`src/rtl/csr_uart_fifo.sv`:
```
// csr_uart_fifo: buffered 8N1 UART slave on the core's CSR bus.
//
// A TX FIFO and an RX FIFO decouple firmware from the serial line timing.
// The DATA register at BASE_ADDR pushes TX bytes and pops RX bytes.
// The STATUS register at BASE_ADDR+1 holds the FIFO counts and the sticky
// error flags, which are cleared by writing 1.
//
// Optional feature macro: CSR_UART_FIFO_LOOPBACK_EN
//   When defined, STATUS[19] is a loopback bit. When it is set, the
//   receiver listens to the internal transmitter and pin tx is held idle.
//
// Ports:
//   clk     clock
//   rst     synchronous reset, active-high
//   read    CSR read strobe; pops the RX FIFO when DATA is addressed
//   modify  CSR write kind: 001 replace, 010 set bits, 100 clear bits
//   wdata   CSR write data
//   addr    CSR address
//   rdata   read data, combinational from addr; 0 when not decoded
//   valid   addr hits DATA or STATUS
//   rx      asynchronous serial input
//   tx      serial output, idle high

module csr_uart_fifo_buf #(
  parameter int DEPTH_LOG2 = 4
) (
  input  logic                clk,
  input  logic                rst,
  input  logic                push,
  input  logic [7:0]          wdata,
  input  logic                pop,
  output logic [7:0]          head,
  output logic [DEPTH_LOG2:0] count,
  output logic                full,
  output logic                empty
);
  localparam int DEPTH = 1 << DEPTH_LOG2;
  localparam logic [DEPTH_LOG2:0] FULL_CNT = {1'b1, {DEPTH_LOG2{1'b0}}};

  logic [7:0]            mem [DEPTH];
  logic [DEPTH_LOG2-1:0] wr_ptr;
  logic [DEPTH_LOG2-1:0] rd_ptr;
  logic                  do_push;
  logic                  do_pop;

  assign full  = (count == FULL_CNT);
  assign empty = (count == '0);
  assign head  = mem[rd_ptr];

  // A pop on an empty FIFO is ignored; a push on a full FIFO only
  // lands when a pop frees a slot in the same cycle.
  assign do_pop  = pop && !empty;
  assign do_push = push && (!full || do_pop);

  always_ff @(posedge clk) begin
    if (rst) begin
      wr_ptr <= '0;
      rd_ptr <= '0;
      count  <= '0;
    end else begin
      if (do_push) wr_ptr <= wr_ptr + 1'b1;
      if (do_pop)  rd_ptr <= rd_ptr + 1'b1;
      case ({do_push, do_pop})
        2'b10:   count <= count + 1'b1;
        2'b01:   count <= count - 1'b1;
        default: count <= count;
      endcase
    end
  end

  always_ff @(posedge clk) begin
    if (do_push) mem[wr_ptr] <= wdata;
  end
endmodule

module csr_uart_fifo #(
  parameter logic [11:0] BASE_ADDR  = 12'hBC0,
  parameter int          CLOCK_RATE = 12_000_000,
  parameter int          BAUD_RATE  = 115200,
  parameter int          DEPTH_LOG2 = 4
) (
  input  logic        clk,
  input  logic        rst,
  input  logic        read,
  input  logic [2:0]  modify,
  input  logic [31:0] wdata,
  input  logic [11:0] addr,
  output logic [31:0] rdata,
  output logic        valid,
  input  logic        rx,
  output logic        tx
);
  localparam int DIV   = CLOCK_RATE / BAUD_RATE;
  localparam int CNT_W = $clog2(DIV + 1);
  localparam logic [CNT_W-1:0] DIV_LAST  = CNT_W'(DIV - 1);
  localparam logic [CNT_W-1:0] DIV_HALF  = CNT_W'(DIV / 2);
  localparam logic [11:0]      STAT_ADDR = BASE_ADDR + 12'd1;

  typedef enum logic [1:0] {S_IDLE, S_START, S_DATA, S_STOP} state_t;

  logic hit_data, hit_stat;
  logic wr_replace, wr_set, wr_clear;

  logic [7:0]            tx_head, rx_head;
  logic [DEPTH_LOG2:0]   tx_cnt, rx_cnt;
  logic                  tx_full, tx_empty, rx_full, rx_empty;
  logic                  tx_push_req, tx_pop, tx_drop;
  logic                  rx_push_req, rx_pop, rx_drop, rx_ferr;

  logic                  rx_ovr, tx_ovf, frame_err, lb;
  logic [2:0]            flag_clr;

  state_t                tx_st;
  logic [CNT_W-1:0]      tx_tick;
  logic [2:0]            tx_bitn;
  logic [7:0]            tx_sh;
  logic                  tx_q;
  logic                  tx_bit_end;

  state_t                rx_st;
  logic [CNT_W-1:0]      rx_tick;
  logic [2:0]            rx_bitn;
  logic [7:0]            rx_sh;
  logic                  rx_in, rx_s1, rx_s2, rx_prev;
  logic                  rx_bit_end;

  logic [31:0]           data_rd, status_rd;
  logic                  unused_ok;

  assign hit_data   = (addr == BASE_ADDR);
  assign hit_stat   = (addr == STAT_ADDR);
  assign valid      = hit_data || hit_stat;
  assign wr_replace = (modify == 3'b001);
  assign wr_set     = (modify == 3'b010);
  assign wr_clear   = (modify == 3'b100);
  assign unused_ok  = ^wdata[31:8];

  assign tx_push_req = hit_data && wr_replace;
  assign rx_pop      = hit_data && read;
  assign tx_drop     = tx_push_req && tx_full && !tx_pop;

  csr_uart_fifo_buf #(.DEPTH_LOG2(DEPTH_LOG2)) u_tx_fifo (
    .clk   (clk),
    .rst   (rst),
    .push  (tx_push_req),
    .wdata (wdata[7:0]),
    .pop   (tx_pop),
    .head  (tx_head),
    .count (tx_cnt),
    .full  (tx_full),
    .empty (tx_empty)
  );

  csr_uart_fifo_buf #(.DEPTH_LOG2(DEPTH_LOG2)) u_rx_fifo (
    .clk   (clk),
    .rst   (rst),
    .push  (rx_push_req),
    .wdata (rx_sh),
    .pop   (rx_pop),
    .head  (rx_head),
    .count (rx_cnt),
    .full  (rx_full),
    .empty (rx_empty)
  );

  // CSR read mux
  always_comb begin
    data_rd      = '0;
    data_rd[7:0] = rx_empty ? 8'h00 : rx_head;
    data_rd[8]   = rx_empty;
    data_rd[9]   = tx_full;

    status_rd                   = '0;
    status_rd[DEPTH_LOG2:0]     = tx_cnt;
    status_rd[DEPTH_LOG2+8:8]   = rx_cnt;
    status_rd[16]               = rx_ovr;
    status_rd[17]               = tx_ovf;
    status_rd[18]               = frame_err;
    status_rd[19]               = lb;

    rdata = '0;
    if (hit_data)      rdata = data_rd;
    else if (hit_stat) rdata = status_rd;
  end

  // Sticky flags: a new event in the same cycle wins over a clear.
  assign flag_clr = (hit_stat && (wr_replace || wr_clear)) ? wdata[18:16] : 3'b000;

  always_ff @(posedge clk) begin
    if (rst) begin
      rx_ovr    <= 1'b0;
      tx_ovf    <= 1'b0;
      frame_err <= 1'b0;
    end else begin
      if (flag_clr[0]) rx_ovr    <= 1'b0;
      if (flag_clr[1]) tx_ovf    <= 1'b0;
      if (flag_clr[2]) frame_err <= 1'b0;
      if (rx_drop)     rx_ovr    <= 1'b1;
      if (tx_drop)     tx_ovf    <= 1'b1;
      if (rx_ferr)     frame_err <= 1'b1;
    end
  end

`ifdef CSR_UART_FIFO_LOOPBACK_EN
  always_ff @(posedge clk) begin
    if (rst) begin
      lb <= 1'b0;
    end else if (hit_stat) begin
      if (wr_replace)                lb <= wdata[19];
      else if (wr_set && wdata[19])  lb <= 1'b1;
      else if (wr_clear && wdata[19]) lb <= 1'b0;
    end
  end
  assign rx_in = lb ? tx_q : rx;
  assign tx    = tx_q | lb;
`else
  assign lb    = 1'b0;
  assign rx_in = rx;
  assign tx    = tx_q;
`endif

  // Transmitter: the next frame is fetched at the end of the stop bit so
  // back-to-back bytes leave without an idle gap.
  assign tx_bit_end = (tx_tick == DIV_LAST);
  assign tx_pop     = !tx_empty &&
                      ((tx_st == S_IDLE) || ((tx_st == S_STOP) && tx_bit_end));

  always_ff @(posedge clk) begin
    if (rst) begin
      tx_st   <= S_IDLE;
      tx_tick <= '0;
      tx_bitn <= '0;
      tx_q    <= 1'b1;
    end else begin
      case (tx_st)
        S_IDLE: begin
          tx_tick <= '0;
          if (tx_pop) begin
            tx_st <= S_START;
            tx_q  <= 1'b0;
          end
        end
        S_START: begin
          if (tx_bit_end) begin
            tx_tick <= '0;
            tx_bitn <= '0;
            tx_q    <= tx_sh[0];
            tx_st   <= S_DATA;
          end else begin
            tx_tick <= tx_tick + 1'b1;
          end
        end
        S_DATA: begin
          if (tx_bit_end) begin
            tx_tick <= '0;
            if (tx_bitn == 3'd7) begin
              tx_q  <= 1'b1;
              tx_st <= S_STOP;
            end else begin
              tx_q    <= tx_sh[tx_bitn + 3'd1];
              tx_bitn <= tx_bitn + 3'd1;
            end
          end else begin
            tx_tick <= tx_tick + 1'b1;
          end
        end
        default: begin
          if (tx_bit_end) begin
            tx_tick <= '0;
            if (tx_pop) begin
              tx_q  <= 1'b0;
              tx_st <= S_START;
            end else begin
              tx_st <= S_IDLE;
            end
          end else begin
            tx_tick <= tx_tick + 1'b1;
          end
        end
      endcase
    end
  end

  always_ff @(posedge clk) begin
    if (tx_pop) tx_sh <= tx_head;
  end

  // Receiver: two-flop synchroniser, then falling-edge start detection.
  // Requiring an edge also makes the receiver wait for the line to return
  // high after a framing error before it re-arms.
  always_ff @(posedge clk) begin
    if (rst) begin
      rx_s1   <= 1'b1;
      rx_s2   <= 1'b1;
      rx_prev <= 1'b1;
    end else begin
      rx_s1   <= rx_in;
      rx_s2   <= rx_s1;
      rx_prev <= rx_s2;
    end
  end

  assign rx_bit_end  = (rx_tick == DIV_LAST);
  assign rx_push_req = (rx_st == S_STOP) && rx_bit_end && rx_s2;
  assign rx_drop     = rx_push_req && rx_full && !rx_pop;
  assign rx_ferr     = (rx_st == S_STOP) && rx_bit_end && !rx_s2;

  always_ff @(posedge clk) begin
    if (rst) begin
      rx_st   <= S_IDLE;
      rx_tick <= '0;
      rx_bitn <= '0;
    end else begin
      case (rx_st)
        S_IDLE: begin
          rx_tick <= '0;
          if (rx_prev && !rx_s2) rx_st <= S_START;
        end
        S_START: begin
          if (rx_tick == DIV_HALF) begin
            rx_tick <= '0;
            rx_bitn <= '0;
            rx_st   <= rx_s2 ? S_IDLE : S_DATA;
          end else begin
            rx_tick <= rx_tick + 1'b1;
          end
        end
        S_DATA: begin
          if (rx_bit_end) begin
            rx_tick <= '0;
            rx_bitn <= rx_bitn + 3'd1;
            if (rx_bitn == 3'd7) rx_st <= S_STOP;
          end else begin
            rx_tick <= rx_tick + 1'b1;
          end
        end
        default: begin
          if (rx_bit_end) begin
            rx_tick <= '0;
            rx_st   <= S_IDLE;
          end else begin
            rx_tick <= rx_tick + 1'b1;
          end
        end
      endcase
    end
  end

  always_ff @(posedge clk) begin
    if ((rx_st == S_DATA) && rx_bit_end) rx_sh <= {rx_s2, rx_sh[7:1]};
  end
endmodule

```
`config.mk`:
```
export PLATFORM = sky130hd
export DESIGN_NAME = csr_uart_fifo
export DESIGN_NICKNAME = d
export VERILOG_FILES = /design/src/rtl/csr_uart_fifo.sv
export SDC_FILE = /design/constraint.sdc
export NUM_CORES = 1
export LEC_CHECK = 0
export ABC_AREA = 1
export BUFFER_PORTS_ARGS = -buffer_cell sky130_fd_sc_hd__buf_2
export CAP_MARGIN = 20
export CORE_MARGIN = 1.5
export CORE_UTILIZATION = 40
export CTS_CLUSTER_SIZE = 14
export DETAILED_ROUTE_END_ITERATION = 6
export PLACE_DENSITY = 0.65
export SLEW_MARGIN = 30
export SYNTH_ARGS = -nofsm -noshare
export SYNTH_HDL_FRONTEND = slang
export SYNTH_HIERARCHICAL = 1
export SYNTH_SLANG_ARGS = --single-unit
```
`constraint.sdc`:
```
create_clock -name clk -period 2.9 [get_ports clk]
set_input_delay 0 -clock clk [delete_from_list [all_inputs] [get_ports clk]]
set_output_delay 0 -clock clk [all_outputs]
set_load 0.1 [all_outputs]
```
==> metrics.yaml <==
status: "complete, no violations"
power_density_nw_per_um2: 602
start_kind: "flip-flop"
arrival_ns: 3.10
ys_warn_count: 6
setup_viol: 0
min_from: "modify[1]"
dieArea_um2: 38500
syn_avg_cell_area_um2: 10.4
hold_class: "in2reg"
dp_hpwl_mm: 20.6
cts_tree: "done"
vias: 10000
post-route-period-util_pct: 90.8
num_io_pins: 85
rsz0062_at_grt: "no"
synth_cell_types: 41
fin_tns_setup_ns: 0
r2r-end: "tx_ovf$_SDFFE_PP0P_"
endpoint_kind: "flip-flop"
reg2reg_slack_ns: 0.27
worst_ep_required_time_ns: 3.36
final_max_slew_viol_count: 0
layout-drive-gt1-share_pct: 12.1
cts_buffers: 36
routed_wl_mm: 31.5
ys_seq_area_share_pct: 63.4
hold_end: "u_tx_fifo/wr_ptr[0]$_SDFFE_PP0P_"
clk_latency_ns: 0.52
p_total_mw: 10.4
nNetsFinal: 1610
dp.cells: 1939
area_growth_pct: 15.3
cts_sinks: 337
root_buffer: "clkbuf_16"
wl_per_cell_um: 15.6
routabilityCongestion: 0.829
fin_worst_skew_ns: 0.0238
finalCriticalPeriod_ns: 2.63
crit_type: "reg2reg"
num_rows: 70
die_w_um: 196
grt_pass1_vias: 9553
core_area_um2: 36700
leakage_nw: 6.57
final_cells: 2025
syn_inst: 1431
antenna_found_initial: 0
start_util_pct: 40.7
fmax_mhz: 380
grt_max_degree: 58
syn-cell-area_um2: 14900
overflow: 0
ff2ff_path_depth: 12
maxCapViolCount: 0
die_y_um: 196
drc: 0
tightest_slew_ns: 0.803
worstPathMaxFanout: 4
port-buffer-count: 47
drtIter0Drc: 614
crit-reg2reg-launch: "tx_st[0]$_SDFFE_PP0P_"
diodes: 0
finalHoldViolCount: 0
peakVddDrop_v: 0.000812
synth-seq-cells: 337
vias_per_cell: 4.96
htree_levels: 2
grt_use_total_pct: 16.5
path_clk_slew_ns: 0.06
clk_path_buf_depth: 3
maxSlewHeadroom_pct: 46.5
firstDrtPassIters: 5
whs_path_depth: 6
ant_nets: 0
grt_pass1_wl_mm: 50.2
[metrics by stage]
stage	util (%)	cell area (µm²)	worst slack [ns]	hold slack (ns)
after global routing	46.9	17200	0.0529	0.0641
after global placement	43.0	15800	0.387	0.202
final	46.9	17200	0.268	0.0505
after detailed placement	43.0	15800	0.311	0.203
after floorplan	-	15000	0.0670	0.0624
after CTS	46.8	17200	0.0953	0.0392
[area by class of cell]
cell class | count | area [µm²]
sequential | 337 | 9480
fill | 3323 | 19500
multi-input combinational | 808 | 4220
timing repair buffer | 117 | 852
clock inverter | 20 | 208
tap | 468 | 586
inverter | 230 | 871
clock buffer | 45 | 987
[flip-flops by register name, summed over array words and instances (netlist names), 5 cells and up, named ones only]
name             cells
tx_sh                8
rx_tick              7
u_rx_fifo/mem      128
rx_sh                8
u_tx_fifo/mem      128
u_rx_fifo/count      5
tx_tick              7
u_tx_fifo/count      5
[routing by layer]
layer  GRT usage, %  wire length (µm)  vias to the layer above
li1               -                 -                     5020
met1           22.6             14600                     4736
met2           26.6             14500                      231
met3           2.96              1590                       51
met4           5.47               830                        0
met5              0                 0                        -
[layout by cell type, fill, tap and decap left out, types with 7 or more instances in the layout]
cell,synthesis,final
a21oi_1,93,93
buf_2,34,47
buf_4,18,46
clkbuf_16,0,38
clkinv_1,1,9
clkinv_2,2,7
conb_1,1,16
dfxtp_1,65,61
dlygate4sd3_1,0,20
edfxtp_1,272,272
ha_1,27,27
inv_1,221,221
nand2_1,188,188
nand3_1,153,152
nor2_1,116,116
nor3_1,7,7
o211ai_1,64,64
o21ai_0,85,85
xor2_1,8,8
[Yosys cell counts, drive strengths merged]
library cell	instances	area [µm²]
nor2	124	500
xor2	8	70.1
o211ai	64	480
clkinv	3	13.8
and3	1	6.26
edfxtp	272	8170
o21ai	88	467
nand3	157	806
buf	58	373
a21oi	95	483
o21bai	1	7.51
a31oi	3	18.8
conb	1	3.75
nand3b	2	15.0
fa	2	40.0
clkbuf	13	48.8
nand4	6	37.5
dfxtp	65	1300
a22oi	1	7.51
inv	227	857
nor3	7	35.0
nor4	2	12.5
xnor2	3	26.3
nand2	197	782
ha	27	338
or2	3	18.8
nor3b	1	7.51
[worst max-delay path by stage]
stage                                          from                         endpoint  cells after the start
detailed placement                          addr[4]  u_tx_fifo/count[4]$_SDFFE_PP0P_                     20
global route                  rx_tick[0]$_SDFF_PP0_  u_rx_fifo/count[3]$_SDFFE_PP0P_                     16
global placement              rx_tick[0]$_SDFF_PP0_  u_rx_fifo/count[4]$_SDFFE_PP0P_                     17
floorplan           u_rx_fifo/count[3]$_SDFFE_PP0P_                         rdata[8]                      5
finish                        tx_st[0]$_SDFFE_PP0P_              tx_ovf$_SDFFE_PP0P_                     12
CTS                           tx_tick[0]$_SDFF_PP0_              tx_ovf$_SDFFE_PP0P_                     13
[timing repair]
action                                  4_1_cts  5_1_grt
endpoints found under the setup margin        0        1
gates resized for setup                       0        2
buffers inserted                              0        1
hold buffers                                 20        0
hold endpoints to repair                    144        0
[critical path, stage by stage, from the launching register on]
cell           delay, ns
dfxtp_1             0.38
inv_1               0.09
ha_1                0.24
inv_1               0.13
nand2_1             0.07
nand2_1             0.10
inv_1               0.08
buf_6               0.11
nor2_1              0.14
a21oi_1             0.05
dlygate4sd3_1       0.56
nor2_1              0.08
dlygate4sd3_1       0.55
[where the power goes]
group | internal, mW | switching, mW | total (mW)
Clock | 2.77 | 1.83 | 4.61
Combinational | 0.137 | 0.378 | 0.515
Sequential | 5.21 | 0.0237 | 5.23
[cells by family (layout without fill, tap and decap cells)]
kind of cell	count (synthesis)	after routing	share of synthesized area [%]
XOR/XNOR	11	11	0.646
other	1	16	0.0251
AND/OR/NAND/NOR	500	500	14.9
adder cells (fa/ha/maj)	29	29	2.53
flip-flops	337	337	63.4
buffers and inverters	301	412	8.66
AO/OA/AOI/OAI	252	252	9.81
Power figures use the tool's default switching activity.
